File: src/rtl/wm_sense_timer_if.sv
// wm_sense_timer_if: panel/sensor inputs, controller feedback and conditioned status outputs
interface wm_sense_timer_if #(parameter int LEVEL_W = 8);
  logic door_close_raw;
  logic start_raw;
  logic detergent_sensed;
  logic [LEVEL_W-1:0] level;
  logic motor_on;
  logic drain_value_on;
  logic door_lock;
  logic door_close;
  logic start;
  logic filled;
  logic drained;
  logic detergent_added;
  logic cycle_timeout;
  logic spin_timeout;
  modport master (
    output door_close_raw, start_raw, detergent_sensed, level, motor_on, drain_value_on, door_lock,
    input  door_close, start, filled, drained, detergent_added, cycle_timeout, spin_timeout
  );
  modport slave (
    input  door_close_raw, start_raw, detergent_sensed, level, motor_on, drain_value_on, door_lock,
    output door_close, start, filled, drained, detergent_added, cycle_timeout, spin_timeout
  );
endinterface

File: src/rtl/wm_sense_timer.sv
// wm_sense_timer: input conditioning and phase timers feeding the washing-machine controller
module wm_sense_phase_timer #(
  parameter int TICKS = 20
) (
  input  logic clk,
  input  logic reset,
  input  logic en,
  input  logic tick,
  output logic expired
);
  localparam int CW = $clog2(TICKS + 1);
  localparam logic [CW-1:0] LAST = CW'(TICKS - 1);
  localparam logic [1:0] IDLE = 2'b00, RUN = 2'b01, EXPIRED = 2'b10;
  logic [1:0] state;
  logic [CW-1:0] cnt;
  always_ff @(posedge clk or posedge reset)
    if (reset) begin
      state <= IDLE;
      cnt <= '0;
    end else if (!en) begin
      state <= IDLE;
      cnt <= '0;
    end else if (state == IDLE) begin
      state <= RUN;
      cnt <= '0;
    end else if (state == RUN && tick) begin
      cnt <= cnt + 1'b1;
      state <= (cnt == LAST) ? EXPIRED : RUN;
    end
  // EXPIRED owns bit 1 so the timeout comes straight off a flop
  assign expired = state[1];
endmodule

module wm_sense_timer #(
  parameter int TICK_DIV    = 100,
  parameter int CYCLE_TICKS = 20,
  parameter int SPIN_TICKS  = 10,
  parameter int DEBOUNCE    = 4,
  parameter int LEVEL_W     = 8,
  parameter int FULL_LEVEL  = 200,
  parameter int EMPTY_LEVEL = 10
) (
  input logic clk,
  input logic reset,
  wm_sense_timer_if.slave bus
);
  localparam int DW = $clog2(DEBOUNCE);
  localparam int PW = $clog2(TICK_DIV);
  localparam logic [DW-1:0] DB_MAX = DW'(DEBOUNCE - 1);
  localparam logic [PW-1:0] PRE_MAX = PW'(TICK_DIV - 1);
  logic [1:0] door_sy, start_sy;
  logic [2:0] det_sy;
  logic [1:0] deb_in, deb_out;
  logic [DW-1:0] deb_cnt [2];
  logic [PW-1:0] pre;
  logic tick, det_rise, spin_phase;
  logic filled_q, drained_q, det_q;
  always_ff @(posedge clk or posedge reset)
    if (reset) begin
      door_sy <= '0;
      start_sy <= '0;
      det_sy <= '0;
    end else begin
      door_sy <= {door_sy[0], bus.door_close_raw};
      start_sy <= {start_sy[0], bus.start_raw};
      det_sy <= {det_sy[1:0], bus.detergent_sensed};
    end
  assign deb_in = {start_sy[1], door_sy[1]};
  // a channel toggles only after DEBOUNCE consecutive samples disagree with it
  always_ff @(posedge clk or posedge reset)
    if (reset) begin
      deb_out <= '0;
      for (int k = 0; k < 2; k++) deb_cnt[k] <= '0;
    end else
      for (int k = 0; k < 2; k++)
        if (deb_in[k] == deb_out[k]) deb_cnt[k] <= '0;
        else if (deb_cnt[k] == DB_MAX) begin
          deb_cnt[k] <= '0;
          deb_out[k] <= ~deb_out[k];
        end else deb_cnt[k] <= deb_cnt[k] + 1'b1;
  assign tick = pre == PRE_MAX;
  always_ff @(posedge clk or posedge reset)
    if (reset) pre <= '0;
    else pre <= tick ? '0 : pre + 1'b1;
  assign det_rise = det_sy[1] & ~det_sy[2];
  // clearing on door_lock=0 overrides a coincident set
  always_ff @(posedge clk or posedge reset)
    if (reset) begin
      filled_q <= 1'b0;
      drained_q <= 1'b0;
      det_q <= 1'b0;
    end else begin
      filled_q <= bus.level >= LEVEL_W'(FULL_LEVEL);
      drained_q <= bus.level <= LEVEL_W'(EMPTY_LEVEL);
      det_q <= bus.door_lock & (det_q | det_rise);
    end
  assign spin_phase = bus.drain_value_on & drained_q & bus.door_lock;
  wm_sense_phase_timer #(.TICKS(CYCLE_TICKS)) u_cycle (
    .clk(clk), .reset(reset), .en(bus.motor_on), .tick(tick), .expired(bus.cycle_timeout)
  );
  wm_sense_phase_timer #(.TICKS(SPIN_TICKS)) u_spin (
    .clk(clk), .reset(reset), .en(spin_phase), .tick(tick), .expired(bus.spin_timeout)
  );
  assign bus.door_close = deb_out[0];
  assign bus.start = deb_out[1];
  assign bus.filled = filled_q;
  assign bus.drained = drained_q;
  assign bus.detergent_added = det_q;
endmodule

File: src/flat_wrapper.sv
// flat-port wrapper written by rule: the top's interface ports become plain ports
module wm_sense_timer_flat 
#(
  parameter int TICK_DIV    = 100,
  parameter int CYCLE_TICKS = 20,
  parameter int SPIN_TICKS  = 10,
  parameter int DEBOUNCE    = 4,
  parameter int LEVEL_W     = 8,
  parameter int FULL_LEVEL  = 200,
  parameter int EMPTY_LEVEL = 10
)
  (clk, reset, bus_door_close_raw, bus_start_raw, bus_detergent_sensed, bus_level, bus_motor_on, bus_drain_value_on, bus_door_lock, bus_door_close, bus_start, bus_filled, bus_drained, bus_detergent_added, bus_cycle_timeout, bus_spin_timeout);
  wm_sense_timer_if #(.LEVEL_W(LEVEL_W)) bus_i ();
  input logic clk;
  input logic reset;
  input wire logic [$bits(bus_i.door_close_raw)-1:0] bus_door_close_raw;
  input wire logic [$bits(bus_i.start_raw)-1:0] bus_start_raw;
  input wire logic [$bits(bus_i.detergent_sensed)-1:0] bus_detergent_sensed;
  input wire logic [$bits(bus_i.level)-1:0] bus_level;
  input wire logic [$bits(bus_i.motor_on)-1:0] bus_motor_on;
  input wire logic [$bits(bus_i.drain_value_on)-1:0] bus_drain_value_on;
  input wire logic [$bits(bus_i.door_lock)-1:0] bus_door_lock;
  output wire logic [$bits(bus_i.door_close)-1:0] bus_door_close;
  output wire logic [$bits(bus_i.start)-1:0] bus_start;
  output wire logic [$bits(bus_i.filled)-1:0] bus_filled;
  output wire logic [$bits(bus_i.drained)-1:0] bus_drained;
  output wire logic [$bits(bus_i.detergent_added)-1:0] bus_detergent_added;
  output wire logic [$bits(bus_i.cycle_timeout)-1:0] bus_cycle_timeout;
  output wire logic [$bits(bus_i.spin_timeout)-1:0] bus_spin_timeout;
  assign bus_i.door_close_raw = bus_door_close_raw;
  assign bus_i.start_raw = bus_start_raw;
  assign bus_i.detergent_sensed = bus_detergent_sensed;
  assign bus_i.level = bus_level;
  assign bus_i.motor_on = bus_motor_on;
  assign bus_i.drain_value_on = bus_drain_value_on;
  assign bus_i.door_lock = bus_door_lock;
  assign bus_door_close = bus_i.door_close;
  assign bus_start = bus_i.start;
  assign bus_filled = bus_i.filled;
  assign bus_drained = bus_i.drained;
  assign bus_detergent_added = bus_i.detergent_added;
  assign bus_cycle_timeout = bus_i.cycle_timeout;
  assign bus_spin_timeout = bus_i.spin_timeout;
  wm_sense_timer #(.TICK_DIV(TICK_DIV), .CYCLE_TICKS(CYCLE_TICKS), .SPIN_TICKS(SPIN_TICKS), .DEBOUNCE(DEBOUNCE), .LEVEL_W(LEVEL_W), .FULL_LEVEL(FULL_LEVEL), .EMPTY_LEVEL(EMPTY_LEVEL)) u_core (.clk(clk), .reset(reset), .bus(bus_i));
endmodule
File: config.mk
export PLATFORM = sky130hd
export DESIGN_NAME = wm_sense_timer_flat
export DESIGN_NICKNAME = d
export VERILOG_FILES = /design/src/rtl/wm_sense_timer_if.sv /design/src/rtl/wm_sense_timer.sv /design/src/flat_wrapper.sv
export SDC_FILE = /design/constraint.sdc
export NUM_CORES = 1
export LEC_CHECK = 0
export ABC_AREA = 1
export CAP_MARGIN = 0
export CELL_PAD_IN_SITES_DETAIL_PLACEMENT = 1
export CELL_PAD_IN_SITES_GLOBAL_PLACEMENT = 1
export CORE_UTILIZATION = 39
export DETAILED_ROUTE_END_ITERATION = 7
export PLACE_DENSITY = 0.72
export SYNTH_ARGS = -nofsm -noshare
export SYNTH_HDL_FRONTEND = slang
export SYNTH_SLANG_ARGS = --single-unit
File: constraint.sdc
create_clock -name clk -period 1.6 [get_ports clk]
set_input_delay 0.32 -clock clk [delete_from_list [all_inputs] [get_ports clk]]
set_output_delay 0.32 -clock clk [all_outputs]
set_load 0.005 [all_outputs]
==> impl_results.md <==
- Pre-CTS WS: -0.0314 ns
- Hold WC Path Type: register to register
- Crit path launch type: register
- IO Count: 23
- Cts repair resizes: 0
- Die area: 4680 um2
- CP endpoint kind: output pin
- Status: complete, no violations
- Share of layout cells above drive strength 1: 0.135
- Sequential fraction of the synthesis area: 0.524
- First-pass GRT wire length: 6190 um
- Die Span Y: 68.4 um
- Root buffer selected by CTS: clkbuf_8
- DRC violations left: 0
- Worst-margin pin slew: 0.312 ns
- Worst Path Buf+Inv: 1
- Syn Inst Count: 189
- Hold_ws: 0.357 ns
- Initial antenna violation count: 0
- Post-CTS Setup Bufs: 0
- Yosys cell types: 22
- Inserted Diodes: 0
- Max_slew headroom: 0.792
- Final hold vios: 0
- CTS buffer count: 5
- Seq. cell area: 901 um2
- Fin cells: 272
- H-tree level count: 2
- Clock sink total: 36
- Core footprint: 4120 um2
- Max-cap violations: 0
- Final worst-path cycle share: 0.954
- Post-Syn Area per Cell: 9.10 um2
- Dpl cells: 264
- TritonCTS clock tree: built
- Data required, critical path: 1.28 ns
- RSZ-0062 raised after global routing: no
- CTS max path bufs: 2
- GRT Total Usage: 0.183
- Clock Skew: 0.00656 ns
- Hold_buf cts: 0
- Kind of critical path: register to output pin
- RePlAce Congestion: 0.770
- Clock transition at path regs: 0.07 ns
- # setup viols final: 0
- Avg Vias per Cell: 4.93
- Initial core utilization: 0.418
- Largest net degree at the start of global routing: 37
- CP cell instances: clkdlybuf4s50_1
- Worst-path cell with the longest stage delay: clkdlybuf4s50_1
- 1st-pass router iterations: 4
- Total number of vias: 1341
- Post-Synthesis Cell Area: 1720 um2
- Routed Antenna Nets: 0
- Area of the multi-input gates: 727 um2
- Critical path peak fanout: 4
- Syn. warnings: 0
- PnR worst setup slack: 0.0731 ns
- Routed WL per cell: 13.0 um
- GRT Residual Overflow: 0
- Worst EP arrival: 1.21 ns
- Iteration-0 DRC Markers: 37
- Post-DP HPWL: 2740 um
- Number of global-route vias before repair: 1433
- Max incr delay on CP: 0.52 ns
- Worst VDD drop: 0.491 mV
- Clk Latency, worst-skew pair: 0.28 ns
- Slew Limit Fails: 0
- Net count reported at finish: 243
- Post-Syn Nets: 211
- Routed WL: 3540 um
- # fillers: 498
- Post-route minimum period: 1.53 ns
- FP Rows: 23
- Delay-heaviest family, CP: buffers and inverters
- Syn-to-layout area delta: 24.7%
- Pwr dens: 946 nW/um2
- PortBufs: 22
- Seq cells post-synth: 36
- Leakage: 0.00108 uW
- Chip width: 68.4 um
- Max Clk Rate: 0.655 GHz
-- power breakdown --
part | switching, uW | internal [uW]
clock network | 315 | 343
logic | 135 | 185
registers | 54.4 | 997
-- placed cells by master, fill, tap and decap left out, types with 4 or more instances in the layout --
cell,netlist,routed
nand2_1,38,38
dfrtp_1,36,36
nand3_1,24,24
nor2_1,22,22
clkdlybuf4s50_1,0,22
inv_1,21,21
nor3_1,9,9
ha_1,6,6
clkbuf_8,0,6
nand2_4,5,5
nand4_1,4,4
a21oi_1,4,4
-- cell usage after synthesis (all sizes together) --
library cell,instances,area share
inv,23,0.050
o21a,1,0.0044
clkbuf,1,0.0029
nor2,27,0.083
o211a,1,0.0058
mux2,2,0.013
xnor2,2,0.010
nand4,4,0.015
xor2,2,0.010
ha,6,0.044
nor3,9,0.026
or2,2,0.0073
dfrtp,36,0.52
nand2,45,0.12
nand3,24,0.070
a21oi,4,0.012
-- layer usage --
metal | routed length, um | track usage | up-vias
li1 | - | - | 668
met4 | 55 | 0.0859 | 0
met3 | 145 | 0.0433 | 7
met2 | 1820 | 0.328 | 23
met5 | 0 | 0 | -
met1 | 1520 | 0.201 | 643
-- path summary, 6_finish.rpt --
check	start	end	slack (ns)	depth (start not counted)
max	u_core.u_spin.state[1]	bus_spin_timeout	0.07	1
min	u_core.door_sy[0]	u_core.door_sy[1]	0.36	0
max reg2reg	u_core.pre[0]	u_core.u_cycle.cnt[3]	0.19	9
min reg2reg	u_core.door_sy[0]	u_core.door_sy[1]	0.36	0
max in group asynchronous	reset	u_core.u_cycle.cnt[1]	1.03	3
min in group asynchronous	reset	u_core.pre[3]	0.38	3
-- cells by family after synthesis --
group                    synth area share
buffers and inverters              0.0531
AO/OA/AOI/OAI                      0.0218
flip-flops                          0.524
XOR/XNOR                           0.0204
multiplexers                       0.0131
AND/OR/NAND/NOR                     0.324
adder cells (fa/ha/maj)            0.0437
-- layout make-up --
cell class,count,share of cell area
multi-input combinational,129,0.339
clock buffer,6,0.0385
inverter,23,0.0403
clock inverter,2,0.00467
tap,50,0.0292
timing repair buffer,26,0.128
sequential,36,0.420
-- flip-flops by register name (all words and copies together) (netlist names) --
name	cells
u_core.det_sy	3
u_core.u_cycle.cnt	5
u_core.deb_cnt	4
u_core.bus.detergent_added	1
u_core.bus.drained	1
u_core.door_sy	2
u_core.u_spin.state	2
u_core.u_cycle.state	2
u_core.bus.filled	1
u_core.u_spin.cnt	4
u_core.deb_out	2
u_core.start_sy	2
u_core.pre	7
-- stage by stage --
step	area, um2	TNS, ns	util	power [uW]
after floorplan	1720	0	-	1230
after global placement	2050	0	0.499	1370
after detailed placement	2050	-0.0867	0.499	1400
after CTS	2140	0	0.521	2070
after global routing	2140	0	0.521	2150
final	2140	0	0.521	2030
-- worst reg2reg max path, cell delays in order, from the launching register on --
cell and delay [ns]:
dfrtp_1 0.37, ha_1 0.17, inv_1 0.05, nor2_1 0.12
inv_2 0.09, nor2_8 0.19, nand2_4 0.12, nand2_4 0.12
nand2_1 0.07, nand2_1 0.05
Power figures use the tool's default switching activity.
